--- src/rtl/wdat_3wi_pkg.sv ---
// Shared types and constants for the per-ASC WDAT 3-wire serializer.
package wdat_3wi_pkg;

    typedef enum logic [1:0] {
        ST_IDLE   = 2'd0,
        ST_SHIFT  = 2'd1,
        ST_PARITY = 2'd2,
        ST_GAP    = 2'd3
    } state_e;

    localparam int ASC0_FRAME_W  = 77;
    localparam int ASCN_FRAME_W  = 51;
    localparam int DEF_CLK_DIV   = 2;
    localparam int DEF_GAP_BITS  = 4;

endpackage

--- src/rtl/wdat_3wi_bit_timer.sv ---
// Bit-period phase counter: produces the sclk level and the end-of-bit tick.
module wdat_3wi_bit_timer
    import wdat_3wi_pkg::*;
#(
    parameter int CLK_DIV = DEF_CLK_DIV
) (
    input  logic clk_3wi,
    input  logic rst_3wi,
    input  logic i_start,
    input  logic i_run,
    output logic o_sclk,
    output logic o_bit_end
);

    localparam int D2   = 2 * CLK_DIV;
    localparam int PH_W = $clog2(D2);
    localparam logic [PH_W-1:0] PH_ZERO = {PH_W{1'b0}};
    localparam logic [PH_W-1:0] PH_ONE  = PH_W'(1'b1);
    localparam logic [PH_W-1:0] PH_LAST = PH_W'(D2 - 1);
    localparam logic [PH_W-1:0] PH_HIGH = PH_W'(CLK_DIV);

    logic [PH_W-1:0] r_phase;
    logic [PH_W-1:0] w_phase_nxt;

    // Next phase: restart on accept, wrap at end of bit period, park at 0 when idle.
    always_comb begin
        w_phase_nxt = PH_ZERO;
        if (i_start) begin
            w_phase_nxt = PH_ZERO;
        end else if (i_run) begin
            if (r_phase == PH_LAST) begin
                w_phase_nxt = PH_ZERO;
            end else begin
                w_phase_nxt = r_phase + PH_ONE;
            end
        end else begin
            w_phase_nxt = PH_ZERO;
        end
    end

    // sclk is registered from the next phase so it is low for the first CLK_DIV cycles of a bit.
    always_ff @(posedge clk_3wi or posedge rst_3wi) begin
        if (rst_3wi) begin
            r_phase <= PH_ZERO;
            o_sclk  <= 1'b0;
        end else begin
            r_phase <= w_phase_nxt;
            o_sclk  <= (w_phase_nxt >= PH_HIGH);
        end
    end

    assign o_bit_end = i_run && (r_phase == PH_LAST);

endmodule

--- src/rtl/wdat_3wi_serializer.sv ---
// WDAT frame serializer: MSB-first shift onto the 3-wire interface with
// trailing even-parity bit and an idle gap before the next frame.
module wdat_3wi_serializer
    import wdat_3wi_pkg::*;
#(
    parameter int FRAME_W  = ASC0_FRAME_W,
    parameter int CLK_DIV  = DEF_CLK_DIV,
    parameter int GAP_BITS = DEF_GAP_BITS
) (
    input  logic               clk_3wi,
    input  logic               rst_3wi,
    input  logic [FRAME_W-1:0] frame_i,
    input  logic               frame_valid_i,
    output logic               frame_ready_o,
    output logic               sclk_o,
    output logic               wdat_o,
    output logic               wsync_o,
    output logic               done_o,
    output logic [7:0]         frame_cnt_o
);

    localparam int BC_W = $clog2(FRAME_W + 1 + GAP_BITS);
    localparam logic [BC_W-1:0] BC_ZERO      = {BC_W{1'b0}};
    localparam logic [BC_W-1:0] BC_ONE       = BC_W'(1'b1);
    localparam logic [BC_W-1:0] BC_LAST_DATA = BC_W'(FRAME_W - 1);
    localparam logic [BC_W-1:0] BC_LAST_GAP  = BC_W'(FRAME_W + GAP_BITS);

    state_e             r_state;
    logic [FRAME_W-1:0] r_shift;
    logic               r_parity;
    logic [BC_W-1:0]    r_bit_cnt;
    logic               w_accept;
    logic               w_run;
    logic               w_bit_end;

    function automatic logic even_parity(input logic [FRAME_W-1:0] data);
        return ^data;
    endfunction

    assign frame_ready_o = (r_state == ST_IDLE);
    assign w_accept      = frame_valid_i && (r_state == ST_IDLE);
    assign w_run         = (r_state != ST_IDLE);

    wdat_3wi_bit_timer #(
        .CLK_DIV (CLK_DIV)
    ) u_bit_timer (
        .clk_3wi   (clk_3wi),
        .rst_3wi   (rst_3wi),
        .i_start   (w_accept),
        .i_run     (w_run),
        .o_sclk    (sclk_o),
        .o_bit_end (w_bit_end)
    );

    // Frame FSM; the bit counter runs 0..FRAME_W-1 for data, FRAME_W for parity, then through the gap.
    always_ff @(posedge clk_3wi or posedge rst_3wi) begin
        if (rst_3wi) begin
            r_state     <= ST_IDLE;
            r_shift     <= {FRAME_W{1'b0}};
            r_parity    <= 1'b0;
            r_bit_cnt   <= BC_ZERO;
            wdat_o      <= 1'b0;
            wsync_o     <= 1'b0;
            done_o      <= 1'b0;
            frame_cnt_o <= 8'd0;
        end else begin
            done_o <= 1'b0;
            case (r_state)
                ST_IDLE: begin
                    if (w_accept) begin
                        r_shift   <= {frame_i[FRAME_W-2:0], 1'b0};
                        r_parity  <= even_parity(frame_i);
                        wdat_o    <= frame_i[FRAME_W-1];
                        wsync_o   <= 1'b1;
                        r_bit_cnt <= BC_ZERO;
                        r_state   <= ST_SHIFT;
                    end
                end
                ST_SHIFT: begin
                    if (w_bit_end) begin
                        r_bit_cnt <= r_bit_cnt + BC_ONE;
                        if (r_bit_cnt == BC_LAST_DATA) begin
                            wdat_o  <= r_parity;
                            r_state <= ST_PARITY;
                        end else begin
                            wdat_o  <= r_shift[FRAME_W-1];
                            r_shift <= {r_shift[FRAME_W-2:0], 1'b0};
                        end
                    end
                end
                ST_PARITY: begin
                    if (w_bit_end) begin
                        r_bit_cnt   <= r_bit_cnt + BC_ONE;
                        wdat_o      <= 1'b0;
                        wsync_o     <= 1'b0;
                        done_o      <= 1'b1;
                        frame_cnt_o <= frame_cnt_o + 8'd1;
                        r_state     <= ST_GAP;
                    end
                end
                ST_GAP: begin
                    if (w_bit_end) begin
                        if (r_bit_cnt == BC_LAST_GAP) begin
                            r_bit_cnt <= BC_ZERO;
                            r_state   <= ST_IDLE;
                        end else begin
                            r_bit_cnt <= r_bit_cnt + BC_ONE;
                        end
                    end
                end
                default: begin
                    r_bit_cnt <= BC_ZERO;
                    wdat_o    <= 1'b0;
                    wsync_o   <= 1'b0;
                    r_state   <= ST_IDLE;
                end
            endcase
        end
    end

endmodule

--- config.mk ---
export PLATFORM = sky130hd
export DESIGN_NAME = wdat_3wi_serializer
export DESIGN_NICKNAME = d
export VERILOG_FILES = /design/src/rtl/wdat_3wi_pkg.sv /design/src/rtl/wdat_3wi_bit_timer.sv /design/src/rtl/wdat_3wi_serializer.sv
export SDC_FILE = /design/constraint.sdc
export NUM_CORES = 1
export LEC_CHECK = 0
export BUFFER_PORTS_ARGS = -buffer_cell sky130_fd_sc_hd__buf_2
export CAP_MARGIN = 15
export CORE_UTILIZATION = 60
export DETAILED_ROUTE_END_ITERATION = 12
export PLACE_DENSITY = 0.85
export SETUP_SLACK_MARGIN = 0.2
export SYNTH_ARGS = -nofsm -noshare
export SYNTH_HDL_FRONTEND = slang
export SYNTH_SLANG_ARGS = --single-unit
--- constraint.sdc ---
create_clock -name clk_3wi -period 5 [get_ports clk_3wi]
set_input_delay 0.5 -clock clk_3wi [delete_from_list [all_inputs] [get_ports clk_3wi]]
set_output_delay 0.5 -clock clk_3wi [all_outputs]
set_load 0.02 [all_outputs]
### Word-level counts from Yosys, hierarchy flattened

Index checks and enable logic that the tools add are counted.

* word-level logic and storage cells: 72
* output and inout port bits: 13
* flip-flop bits (word level): 101

* reductions and logical operators: 16
* muxes and demuxes: 28
* magnitude comparators: 1
* add/sub/neg operators: 3
* eq/ne operators: 14

Operators with widths (count)
* $mux W77: 3
* $pmux W77 S2: 1
* $reduce_xor A77 Y1: 1
* $mux W7: 4
* $pmux W7 S3: 1
* $mux W2: 9
* $eq A7 B7 Y1 const B: 2
* $ne A2 B1 Y1 const B: 5
* $add A8 B1 Y8 const B: 1
* $pmux W2 S4: 1
* $reduce_and A4 Y1: 2
* $add A7 B1 Y7 const B: 1
* $mux W1: 7
* $eq A2 B2 Y1 const B: 3
* $ne A2 B2 Y1 const B: 3
* $reduce_and A3 Y1: 2
* $reduce_and A6 Y1: 1
* $reduce_bool A2 Y1: 3
* $reduce_and A2 Y1: 2
* $pmux W1 S3: 1
* $reduce_bool A3 Y1: 1
* $add A2 B1 Y2 const B: 1
* $eq A2 B1 Y1 const B: 1
* $ge A2 B2 Y1 const B: 1
* other kinds (4): 5

### Depth between registers and ports, before layout

Gate-level depths: netlist of the first run.

* depth in word-level cells: 5
* depth in mapped cells: 10
* mapped depth without buffers: 9

### Cells and area by module

Synthesis of the first run repeated with hierarchy kept, for this count alone.

* cell total of the unflattened synthesis: 528
* area total of the unflattened synthesis: 5335.1 µm²

By module, submodules not included
* wdat_3wi_serializer: cells each 521, area each 5238.8 µm², instances 1
* wdat_3wi_bit_timer: cells each 7, area each 96.3 µm², instances 1

### Worst setup path after synthesis of the first run

No wires, ideal clock.

* kind: reg2reg
* start: register r_state[0]
* end: register r_bit_cnt[4]
* buffers on the path: 2
* cell stages (with the launch flop): 9
* arrival: 1994 ps
* setup slack: 2911 ps
* library setup time: 95 ps
* clock period less this slack: 2089 ps
* path through: dfrtp_1 > inv_1 > ha_1 > clkbuf_1 > nor2b_1 > a21oi_1 > or3_1 > buf_2 > o31ai_1

* cells in the longest elaborated chain, start to end: 4

Ends and longest elaborated chain
* start: declaration: line wdat_3wi_serializer.sv:28 `state_e r_state;`
* start signal: assignment: line wdat_3wi_serializer.sv:58 `r_state <= ST_IDLE;`
* start signal: assignment: line wdat_3wi_serializer.sv:76 `r_state <= ST_SHIFT;`
* start signal: assignment: line wdat_3wi_serializer.sv:84 `r_state <= ST_PARITY;`
* $logic_not A2 Y1 (*)
* named net frame_ready_o: line wdat_3wi_serializer.sv:14 `output logic frame_ready_o,`
* $logic_and A1 B1 Y1: line wdat_3wi_serializer.sv:41 `assign w_accept = frame_valid_i && (r_state == ST_IDLE);`
* $ne A2 B1 Y1 (no source line)
* $reduce_and A3 Y1 (no source line)
* end signal: assignment: line wdat_3wi_serializer.sv:81 `r_bit_cnt <= r_bit_cnt + BC_ONE;`
* end signal: assignment: line wdat_3wi_serializer.sv:93 `r_bit_cnt <= r_bit_cnt + BC_ONE;`
* end signal: assignment: line wdat_3wi_serializer.sv:107 `r_bit_cnt <= r_bit_cnt + BC_ONE;`
* end: declaration: line wdat_3wi_serializer.sv:31 `logic [BC_W-1:0] r_bit_cnt;`

Mark *: on every way through the listed nets, which the timed path passes. The rest lies on a longest branch.
A chain may end at the register's enable or synchronous reset.

### Final worst setup path of the first run

* start: register r_state[1]
* end: register r_shift[24]

* cells in the longest elaborated chain, start to end: 4

Ends and longest elaborated chain
* $reduce_bool A2 Y1 or $logic_not A2 Y1 (tied branches): line wdat_3wi_serializer.sv:42, wdat_3wi_serializer.sv:41, wdat_3wi_serializer.sv:68
* $logic_and A1 B1 Y1 (on tied branches): line wdat_3wi_bit_timer.sv:52, wdat_3wi_serializer.sv:41
* $ne A2 B1 Y1 (no source line)
* $reduce_and A4 Y1 (no source line)
* end signal: assignment: line wdat_3wi_serializer.sv:59 `r_shift <= {FRAME_W{1'b0}};`
* end signal: assignment: line wdat_3wi_serializer.sv:71 `r_shift <= {frame_i[FRAME_W-2:0], 1'b0};`
* end signal: assignment: line wdat_3wi_serializer.sv:87 `r_shift <= {r_shift[FRAME_W-2:0], 1'b0};`
* end: declaration: line wdat_3wi_serializer.sv:29 `logic [FRAME_W-1:0] r_shift;`

Parallel ways exist; a longest one is shown, timed or not.

==> results.ini, run 1 <==
[timing]
timing.slew.headroom_pct=49.2
final.min_clock_period_ns=2.82
finalClockSkew_ns=0.0132
rsz0062_at_grt=false
worst_slew_pin_slew_ns=0.762
finalWorstSetupSlack_ns=2.18
setup-violations-final=0
slew_violations=0
hold_violations=0
tns_ns=0
fmax_mhz=354
fin_crit_sh_pct=56.5

[clock_network]
cts_tree=done
cts_hold_buf=0
insertion_delay_ns=0.37
root_buffer=clkbuf_8
cts_buffers=9
cts_sinks=99
cts_resized=0
cts_setup_buffers=0
h-tree-depth=3
clk_path_buf_depth=2
clkTransAtPathRegs_ns=0.10

[global_routing]
grt_antenna_before_repair=0
grtUsageTotal_pct=24.6
grt_max_degree=129
grt_pass1_wl_um=17400
grt-ovfl-total=0
grt_pass1_vias=3904

[logic_synthesis]
synth.cell_area_mm2=0.00529
ys_async_sr_fraction_pct=100
postSynthCellCount=523
ys_types=35
synthAdderAreaFrac_pct=2.13
synth_area_leaders=dfrtp_1 47%, mux2i_1 14%, xnor2_1 11%
synth_warnings=0
synth_fp_nets=612
synthXorXnorAreaFrac_pct=14.0
ys_seq_elements=99
avgSynthCellArea_um2=10.1
synth_top_area_cell=dfrtp_1
synth-main-ff-cell=dfrtp_1
synthSimpleGateAreaFrac_pct=9.65
synth-edff-count=0
synth_compound_area_share_pct=9.74
muxShareOfSynthArea_pct=14.8
synth_top_family_by_area=multiplexers
synth_top_area_share_pct=46.8
yosysSeqAreaShare_pct=46.8

[layout]
final.fill_count=621
diodes=0
finalCoreUtilization_pct=72.1
area_growth_pct=14.2
nNetsFinal=692
multi_input_area_mm2=0.00269
layout_commonest_cell=dfrtp_1
layout_common_cells=99 x dfrtp_1, 92 x buf_2, 84 x nor2_1
layout-drive-gt1-share_pct=19.6
fin_area_mm2=0.00604
seqCellArea_mm2=0.00248

[pwr]
total_power_mw=1.71
peakVddDrop_v=0.000204
p_per_area_mw_per_mm2=283
leakage_nw=3.19

[outcome]
outcome=finished, final reports clean

[detailed_routing]
drtIter0Drc=141
drt_first_pass_iters=4
via_per_inst=5.47
ant_nets=0
wl_per_cell_um=14.7
vias=3902
drc_errors=0
routed_wl_um=10500

[placed_design]
hpwl_um=7590
pre_cts_ws_ns=2.02
port_buffers=92
dpl-instance-area_mm2=0.00581
place_congestion=0.824

[worst_setup_path]
worst_path_max_delay_cell=o21ai_4
path_buf_inv=3
critPathRequiredTime_ns=5.28
worstReg2RegStart=r_state[1]
end_kind=flop
crit_fanout=82
cp_top_family=buffers and inverters
cp.arrival_ns=3.11
worstPathCellList=inv_1, ha_1, nand2_1, o21ai_4, buf_4, buf_16, nor2_1, a21oi_1
slowest_delay_ns=0.52
startpoint=r_state[1]
critPathKind=reg -> reg
start_kind=flop

[floorplan]
rows=33
die_w_um=95.9
io-pin-count=93
start_util_pct=63.1
die-area_mm2=0.00920
core_mm2=0.00838
dieHeight_um=95.9

[worst_hold_path]
hold_path.class=in -> async

[job]
cap_violations=0

## worst register-to-register path, cell delays in order (launching register included)
cell	delay, ns
dfrtp_1	0.43
inv_1	0.13
ha_1	0.36
nand2_1	0.22
o21ai_4	0.52
buf_4	0.51
buf_16	0.33
nor2_1	0.11
a21oi_1	0.13
## layer usage
layer	vias up	global-route usage [%]	routed length (um)
met5	-	0	0
met4	0	7.96	153
met3	13	3.87	396
met2	73	43.6	5230
met1	1892	30.9	4690
li1	1924	-	-
## sequential cells by signal, summed over array words and instances (netlist names)
register and count:
r_bit_cnt 7, frame_cnt_o 8, r_parity 1, done_o 1, r_state 2, r_shift 76
u_bit_timer.r_phase 1, wsync_o 1, wdat_o 1, u_bit_timer.o_sclk 1
## power breakdown
group	leakage, nW	switching (mW)	total [mW]	internal (mW)
Clock	0.0975	0.288	0.525	0.237
Combinational	1.88	0.157	0.343	0.186
Sequential	1.21	0.0151	0.842	0.827
Total	3.19	0.460	1.71	1.25
## kinds of logic after synthesis
family	Yosys count
flops	99
mux	78
fa+ha+maj	9
xor+xnor	82
compound gates	100
simple gates	119
buf+inv	36
## worst paths after layout
check	end	slack (ns)	depth (start not counted)
max	r_shift[24]	2.18	8
min	r_shift[36]	0.14	2
max reg2reg	r_shift[24]	2.18	8
min reg2reg	u_bit_timer.r_phase[0]	0.44	1
max in group asynchronous	r_shift[12]	3.68	3
min in group clk_3wi	r_shift[1]	0.42	3
## Yosys cell counts (all sizes together) (2+ instances only)
cell type and instances:
dfrtp 99, inv 9, a21oi 82, mux2 3
and3 2, nor3 2, nand2b 3, nor2b 7
nor2 84, nand2 8, xnor2 68, o31ai 2
nand3 6, xor2 13, or3 2, clkbuf 12
nand4 2, buf 15, o21ai 12, ha 9
mux2i 75
## final cells by class
type,instances,share of cell area [%]
multi-input combinational,388,44.5
sequential,99,41.0
timing repair buffer,96,8.45
tap,105,2.17
clock buffer,10,2.11
clock inverter,6,1.20
inverter,9,0.601
## through the flow
stage,hold WS [ns],cells
floorplan,0.406,523
global placement,0.421,696
detailed placement,0.427,696
CTS,0.165,712
global route,0.191,713
finish,0.144,713
Note: power is estimated with default switching activity, not from simulation.
==> run 2, diff against run 1 <==
--- a/config.mk
+++ b/config.mk
@@ -7,9 +7,9 @@
 export LEC_CHECK = 0
 export BUFFER_PORTS_ARGS = -buffer_cell sky130_fd_sc_hd__buf_2
 export CAP_MARGIN = 15
-export CORE_UTILIZATION = 60
+export CORE_UTILIZATION = 56
 export DETAILED_ROUTE_END_ITERATION = 12
-export PLACE_DENSITY = 0.85
+export PLACE_DENSITY = 0.8
 export SETUP_SLACK_MARGIN = 0.2
 export SYNTH_ARGS = -nofsm -noshare
 export SYNTH_HDL_FRONTEND = slang
==> constraint.sdc (replaced) <==
create_clock -name clk_3wi -period 2.8 [get_ports clk_3wi]
set_input_delay 0.28 -clock clk_3wi [delete_from_list [all_inputs] [get_ports clk_3wi]]
set_output_delay 0.28 -clock clk_3wi [all_outputs]
set_load 0.02 [all_outputs]
==> results.ini, run 2 (synthesis results as in run 1) <==
[clock_network]
h-tree-depth=3  ; unchanged
root_buffer=clkbuf_8  ; unchanged
cts_buffers=9  ; unchanged
clkTransAtPathRegs_ns=0.10  ; about the same
cts_sinks=99  ; unchanged
cts_hold_buf=0  ; unchanged
cts_setup_buffers=0  ; unchanged
clk_path_buf_depth=2  ; unchanged
insertion_delay_ns=0.37  ; about the same
cts_tree=done  ; unchanged
cts_resized=0  ; unchanged

[worst_setup_path]
critPathRequiredTime_ns=3.08  ; was 5.28 ns
start_kind=flop  ; unchanged
cp.arrival_ns=2.63  ; was 3.11 ns
end_kind=flop  ; unchanged
ff2ff_setup_slack_ns=0.45  ; was 2.18 ns
crit_fanout=46  ; was 82
critPathKind=reg -> reg  ; unchanged
worstReg2RegStart=r_state[0]  ; was r_state[1]
r2r_end=r_shift[57]  ; was r_shift[24]
r2r_cells=7  ; was 8

[floorplan]
rows=35  ; was 33
start_util_pct=57.6  ; was 63.1%
core_mm2=0.00920  ; was 0.00838 mm2
die_w_um=99.2  ; was 95.9 um
io-pin-count=93  ; unchanged
dieHeight_um=99.2  ; was 95.9 um
die-area_mm2=0.00984  ; was 0.00920 mm2

[timing]
timing.slew.headroom_pct=50.8  ; was 49.2%
fin_crit_sh_pct=83.9  ; was 56.5%
slew_violations=0  ; unchanged
fmax_mhz=426  ; was 354 MHz
final.min_clock_period_ns=2.35  ; was 2.82 ns
whs_ns=0.0169  ; was 0.144 ns
finalWorstSetupSlack_ns=0.450  ; was 2.18 ns
rsz0062_at_grt=false  ; unchanged
setup-violations-final=0  ; unchanged
worst_slew_pin_slew_ns=0.736  ; was 0.762 ns
finalClockSkew_ns=0.0116  ; was 0.0132 ns
hold_violations=0  ; unchanged
tns_ns=0  ; unchanged

[detailed_routing]
via_per_inst=5.39  ; was 5.47
drtIter0Drc=130  ; was 141
wl_per_cell_um=14.4  ; was 14.7 um
ant_nets=0  ; unchanged
met1Wirelength_um=4540  ; was 4690 um
wl_met2_um=5330  ; was 5230 um
vias=3905  ; was 3902
drt_first_pass_iters=4  ; unchanged
top_layer=met4  ; unchanged
drc_errors=0  ; unchanged
met3WireLength_um=460  ; was 396 um
routed_wl_um=10400  ; was 10500 um

[placed_design]
port_buffers=92  ; unchanged
hpwl_um=7610  ; was 7590 um
pre_cts_ws_ns=0.310  ; was 2.02 ns
place_congestion=0.782  ; was 0.824

[pwr]
switchingPower_uw=802  ; was 460 uW
seqPwrFrac_pct=49.3  ; was 49.2%
clkPwrFrac_pct=30.2  ; was 30.7%
leakage_nw=3.21  ; was 3.19 nW
peakVddDrop_v=0.000351  ; was 0.000204 V
internal_power_mw=2.25  ; was 1.25 mW
p_per_area_mw_per_mm2=499  ; was 283 mW/mm2
swShare_pct=26.3  ; was 26.9%
comb_power_share_pct=20.6  ; was 20.1%

[layout]
nNetsFinal=697  ; was 692
layout_commonest_cell=dfrtp_1  ; unchanged
diodes=0  ; unchanged
largest_register_ffs=76  ; unchanged
reg.largest.list=r_shift x76, frame_cnt_o x8, r_bit_cnt x7  ; unchanged
finalCoreUtilization_pct=66.5  ; was 72.1%
layout_common_cells=99 x dfrtp_1, 92 x buf_2, 84 x nor2_1  ; unchanged
area_growth_pct=15.5  ; was 14.2%
layout-drive-gt1-share_pct=20.1  ; was 19.6%
largest-register=r_shift  ; unchanged

[worst_hold_path]
hold_path.class=in -> async  ; unchanged

[outcome]
outcome=finished, final reports clean  ; unchanged

[global_routing]
grt_antenna_before_repair=0  ; unchanged
grtUsageTotal_pct=23.0  ; was 24.6%
grt_max_degree=57  ; was 129
grt-ovfl-total=0  ; unchanged
grt_pass1_wl_um=17800  ; was 17400 um
grt_pass1_vias=3855  ; was 3904

[job]
cap_violations=0  ; unchanged

-- run 2: final cells by class --
| cell class | count | area (um2) |
|---|---|---|
| clock buffers | 12 | 145 |
| clock inverters | 4 | 50.0 |
| fillers | 745 | 3080 |
| inverters | 9 | 37.5 |
| multi-input cells | 389 | 2700 |
| flip-flops and latches | 99 | 2480 |
| well taps | 111 | 139 |
| repair buffers | 100 | 571 |
-- run 2: worst max-delay path by stage --
stage,slack [ns],endpoint,cells past startpoint,from
finish,0.45,r_shift[57],7,r_state[0]
global route,0.23,r_shift[57],7,r_state[0]
CTS,0.29,r_shift[57],7,r_state[0]
detailed placement,0.31,r_shift[57],7,r_state[0]
global placement,0.47,r_shift[51],7,r_state[0]
floorplan,0.71,r_bit_cnt[4],8,r_state[0]
-- run 2: critical path: stages, from the launching register on --
cell     delay (ns)
dfrtp_1        0.43
inv_1          0.12
ha_1           0.37
nand2_1        0.24
o21ai_4        0.59
buf_12         0.29
nor2_1         0.06
a21oi_1        0.14
-- run 2: metal layers --
metal,global-route usage [%],vias up
li1,-,1945
met1,28.5,1877
met2,40.0,76
met3,6.54,7
met4,5.43,0
met5,0,-
-- run 2: through the flow --
stage / power [mW] / cells / cell area, um2
final: 3.05 / 724 / 6110
after global routing: 3.20 / 724 / 6110
after CTS: 3.10 / 723 / 6110
after detailed placement: 2.17 / 707 / 5910
after global placement: 2.15 / 707 / 5910
after floorplan: 1.98 / 523 / 5300
-- run 2: power by group through the flow --
stage / combinational, mW / clock (mW) / sequential (mW)
3_3_place_gp: 0.620 / 0 / 1.53
5_1_grt: 0.695 / 0.997 / 1.51
3_5_place_dp: 0.637 / 0 / 1.53
6_report: 0.628 / 0.920 / 1.50
2_1_floorplan: 0.460 / 0 / 1.52
4_1_cts: 0.639 / 0.955 / 1.50
==> run 3, diff against run 2 <==
==> constraint.sdc (replaced) <==
create_clock -name clk_3wi -period 2.4 [get_ports clk_3wi]
set_input_delay 0.24 -clock clk_3wi [delete_from_list [all_inputs] [get_ports clk_3wi]]
set_output_delay 0.24 -clock clk_3wi [all_outputs]
set_load 0.02 [all_outputs]
==> results.ini, run 3 (synthesis results as in run 1) <==
[outcome]
outcome=finished, final reports clean  ; unchanged

[placed_design]
port_buffers=92  ; unchanged
place_congestion=0.802  ; was 0.782
hpwl_um=7350  ; was 7610 um
pre_cts_ws_ns=0.183  ; was 0.310 ns

[floorplan]
dieHeight_um=99.2  ; unchanged
io-pin-count=93  ; unchanged
die-area_mm2=0.00984  ; unchanged
die_w_um=99.2  ; unchanged
core_mm2=0.00920  ; unchanged
start_util_pct=57.6  ; unchanged
rows=35  ; unchanged

[detailed_routing]
drt_first_pass_iters=4  ; unchanged
wl_per_cell_um=14.7  ; was 14.4 um
via_per_inst=5.42  ; was 5.39
ant_nets=0  ; unchanged
vias=3914  ; was 3905
routed_wl_um=10600  ; was 10400 um
drtIter0Drc=141  ; was 130
drc_errors=0  ; unchanged

[timing]
rsz0062_at_grt=false  ; unchanged
worst_slew_pin_slew_ns=0.529  ; was 0.736 ns
final.min_clock_period_ns=2.04  ; was 2.35 ns
finalClockSkew_ns=0.00878  ; was 0.0116 ns
slew_violations=0  ; unchanged
hold_violations=0  ; unchanged
fmax_mhz=490  ; was 426 MHz
tns_ns=0  ; unchanged
fin_crit_sh_pct=85.0  ; was 83.9%
setup-violations-final=0  ; unchanged
timing.slew.headroom_pct=64.8  ; was 50.8%
finalWorstSetupSlack_ns=0.360  ; was 0.450 ns

[worst_setup_path]
crit_fanout=64  ; was 46
worstReg2RegStart=r_state[0]  ; unchanged
r2r_end=r_shift[65]  ; was r_shift[57]
critPathKind=reg -> reg  ; unchanged
cp.arrival_ns=2.33  ; was 2.63 ns
r2r_cells=8  ; was 7
end_kind=flop  ; unchanged
start_kind=flop  ; unchanged
critPathRequiredTime_ns=2.69  ; was 3.08 ns
ff2ff_setup_slack_ns=0.36  ; was 0.45 ns

[layout]
layout_commonest_cell=dfrtp_1  ; unchanged
final.fill_count=732  ; was 745
layout-drive-gt1-share_pct=20.3  ; was 20.1%
nNetsFinal=695  ; was 697
reg.largest.list=r_shift x76, frame_cnt_o x8, r_bit_cnt x7  ; unchanged
largest-register=r_shift  ; unchanged
layout_common_cells=99 x dfrtp_1, 92 x buf_2, 84 x nor2_1  ; unchanged
finalCoreUtilization_pct=66.9  ; was 66.5%
area_growth_pct=16.2  ; was 15.5%
largest_register_ffs=76  ; unchanged
diodes=0  ; unchanged

[clock_network]
cts_tree=done  ; unchanged
cts_buffers=9  ; unchanged
h-tree-depth=3  ; unchanged
cts_sinks=99  ; unchanged
clkTransAtPathRegs_ns=0.09  ; was 0.10 ns
insertion_delay_ns=0.37  ; about the same
clk_path_buf_depth=2  ; unchanged
root_buffer=clkbuf_8  ; unchanged
cts_setup_buffers=0  ; unchanged

[global_routing]
grt_pass1_wl_um=17500  ; was 17800 um
grt_antenna_before_repair=0  ; unchanged
grtUsageTotal_pct=22.5  ; was 23.0%
grt_pass1_vias=3832  ; was 3855
grt_max_degree=100  ; was 57
grt-ovfl-total=0  ; unchanged

[pwr]
p_per_area_mw_per_mm2=586  ; was 499 mW/mm2
leakage_nw=3.22  ; was 3.21 nW
peakVddDrop_v=0.000338  ; was 0.000351 V

[job]
cap_violations=0  ; unchanged

[worst_hold_path]
hold_path.class=in -> async  ; unchanged

## run 3: what timing repair did
item / 4_1_cts / 5_1_grt
gates resized for setup: 2 / 1
hold buffers: 0 / 0
setup endpoints to repair: 3 / 63
cloned: 0 / 1
## run 3: layout make-up
type / instances / area (um2) / share of cell area, %
multi-input cells: 388 / 2700 / 43.8
flip-flops and latches: 99 / 2480 / 40.3
repair buffers: 99 / 593 / 9.64
well taps: 111 / 139 / 2.26
clock buffers: 11 / 131 / 2.14
clock inverters: 5 / 77.6 / 1.26
inverters: 9 / 37.5 / 0.610
## run 3: per-layer routing
metal	GRT usage [%]	share of wire, %
met5	0	0
met1	28.3	44
met2	38.7	50
met4	4.86	0.72
met3	6.54	4.6
## run 3: worst max-delay path, stage by stage, from the launching register on
cell,delay (ns)
dfrtp_1,0.42
inv_1,0.10
ha_2,0.27
nor2b_2,0.24
nand3_1,0.17
o21ai_4,0.21
buf_12,0.30
nor2_1,0.10
a21oi_1,0.15
## run 3: worst max path at each step
stage	startpoint	endpoint	slack [ns]	depth (start not counted)
final	r_state[0]	r_shift[65]	0.36	8
after global routing	r_state[0]	r_shift[65]	0.20	8
after CTS	r_state[0]	r_shift[65]	0.27	8
after detailed placement	r_state[0]	r_bit_cnt[6]	0.18	7
after global placement	r_state[0]	r_bit_cnt[4]	0.34	6
after floorplan	r_state[0]	r_bit_cnt[4]	0.31	8
## run 3: power by group
| group | leakage (nW) | internal, mW | switching [mW] | total, mW |
|---|---|---|---|---|
| Combinational | 1.91 | 0.390 | 0.326 | 0.717 |
| Sequential | 1.21 | 1.72 | 0.0310 | 1.75 |
| Clock | 0.103 | 0.584 | 0.551 | 1.14 |
## run 3: per-stage QoR
step	std cells	hold WS (ns)	instance area (um2)	power, mW
final	722	0.0138	6150	3.61
after global routing	722	0.0541	6150	3.78
after CTS	721	0.0242	6120	3.66
after detailed placement	705	0.430	5910	2.51
after global placement	705	0.426	5910	2.49
after floorplan	523	0.394	5300	2.32
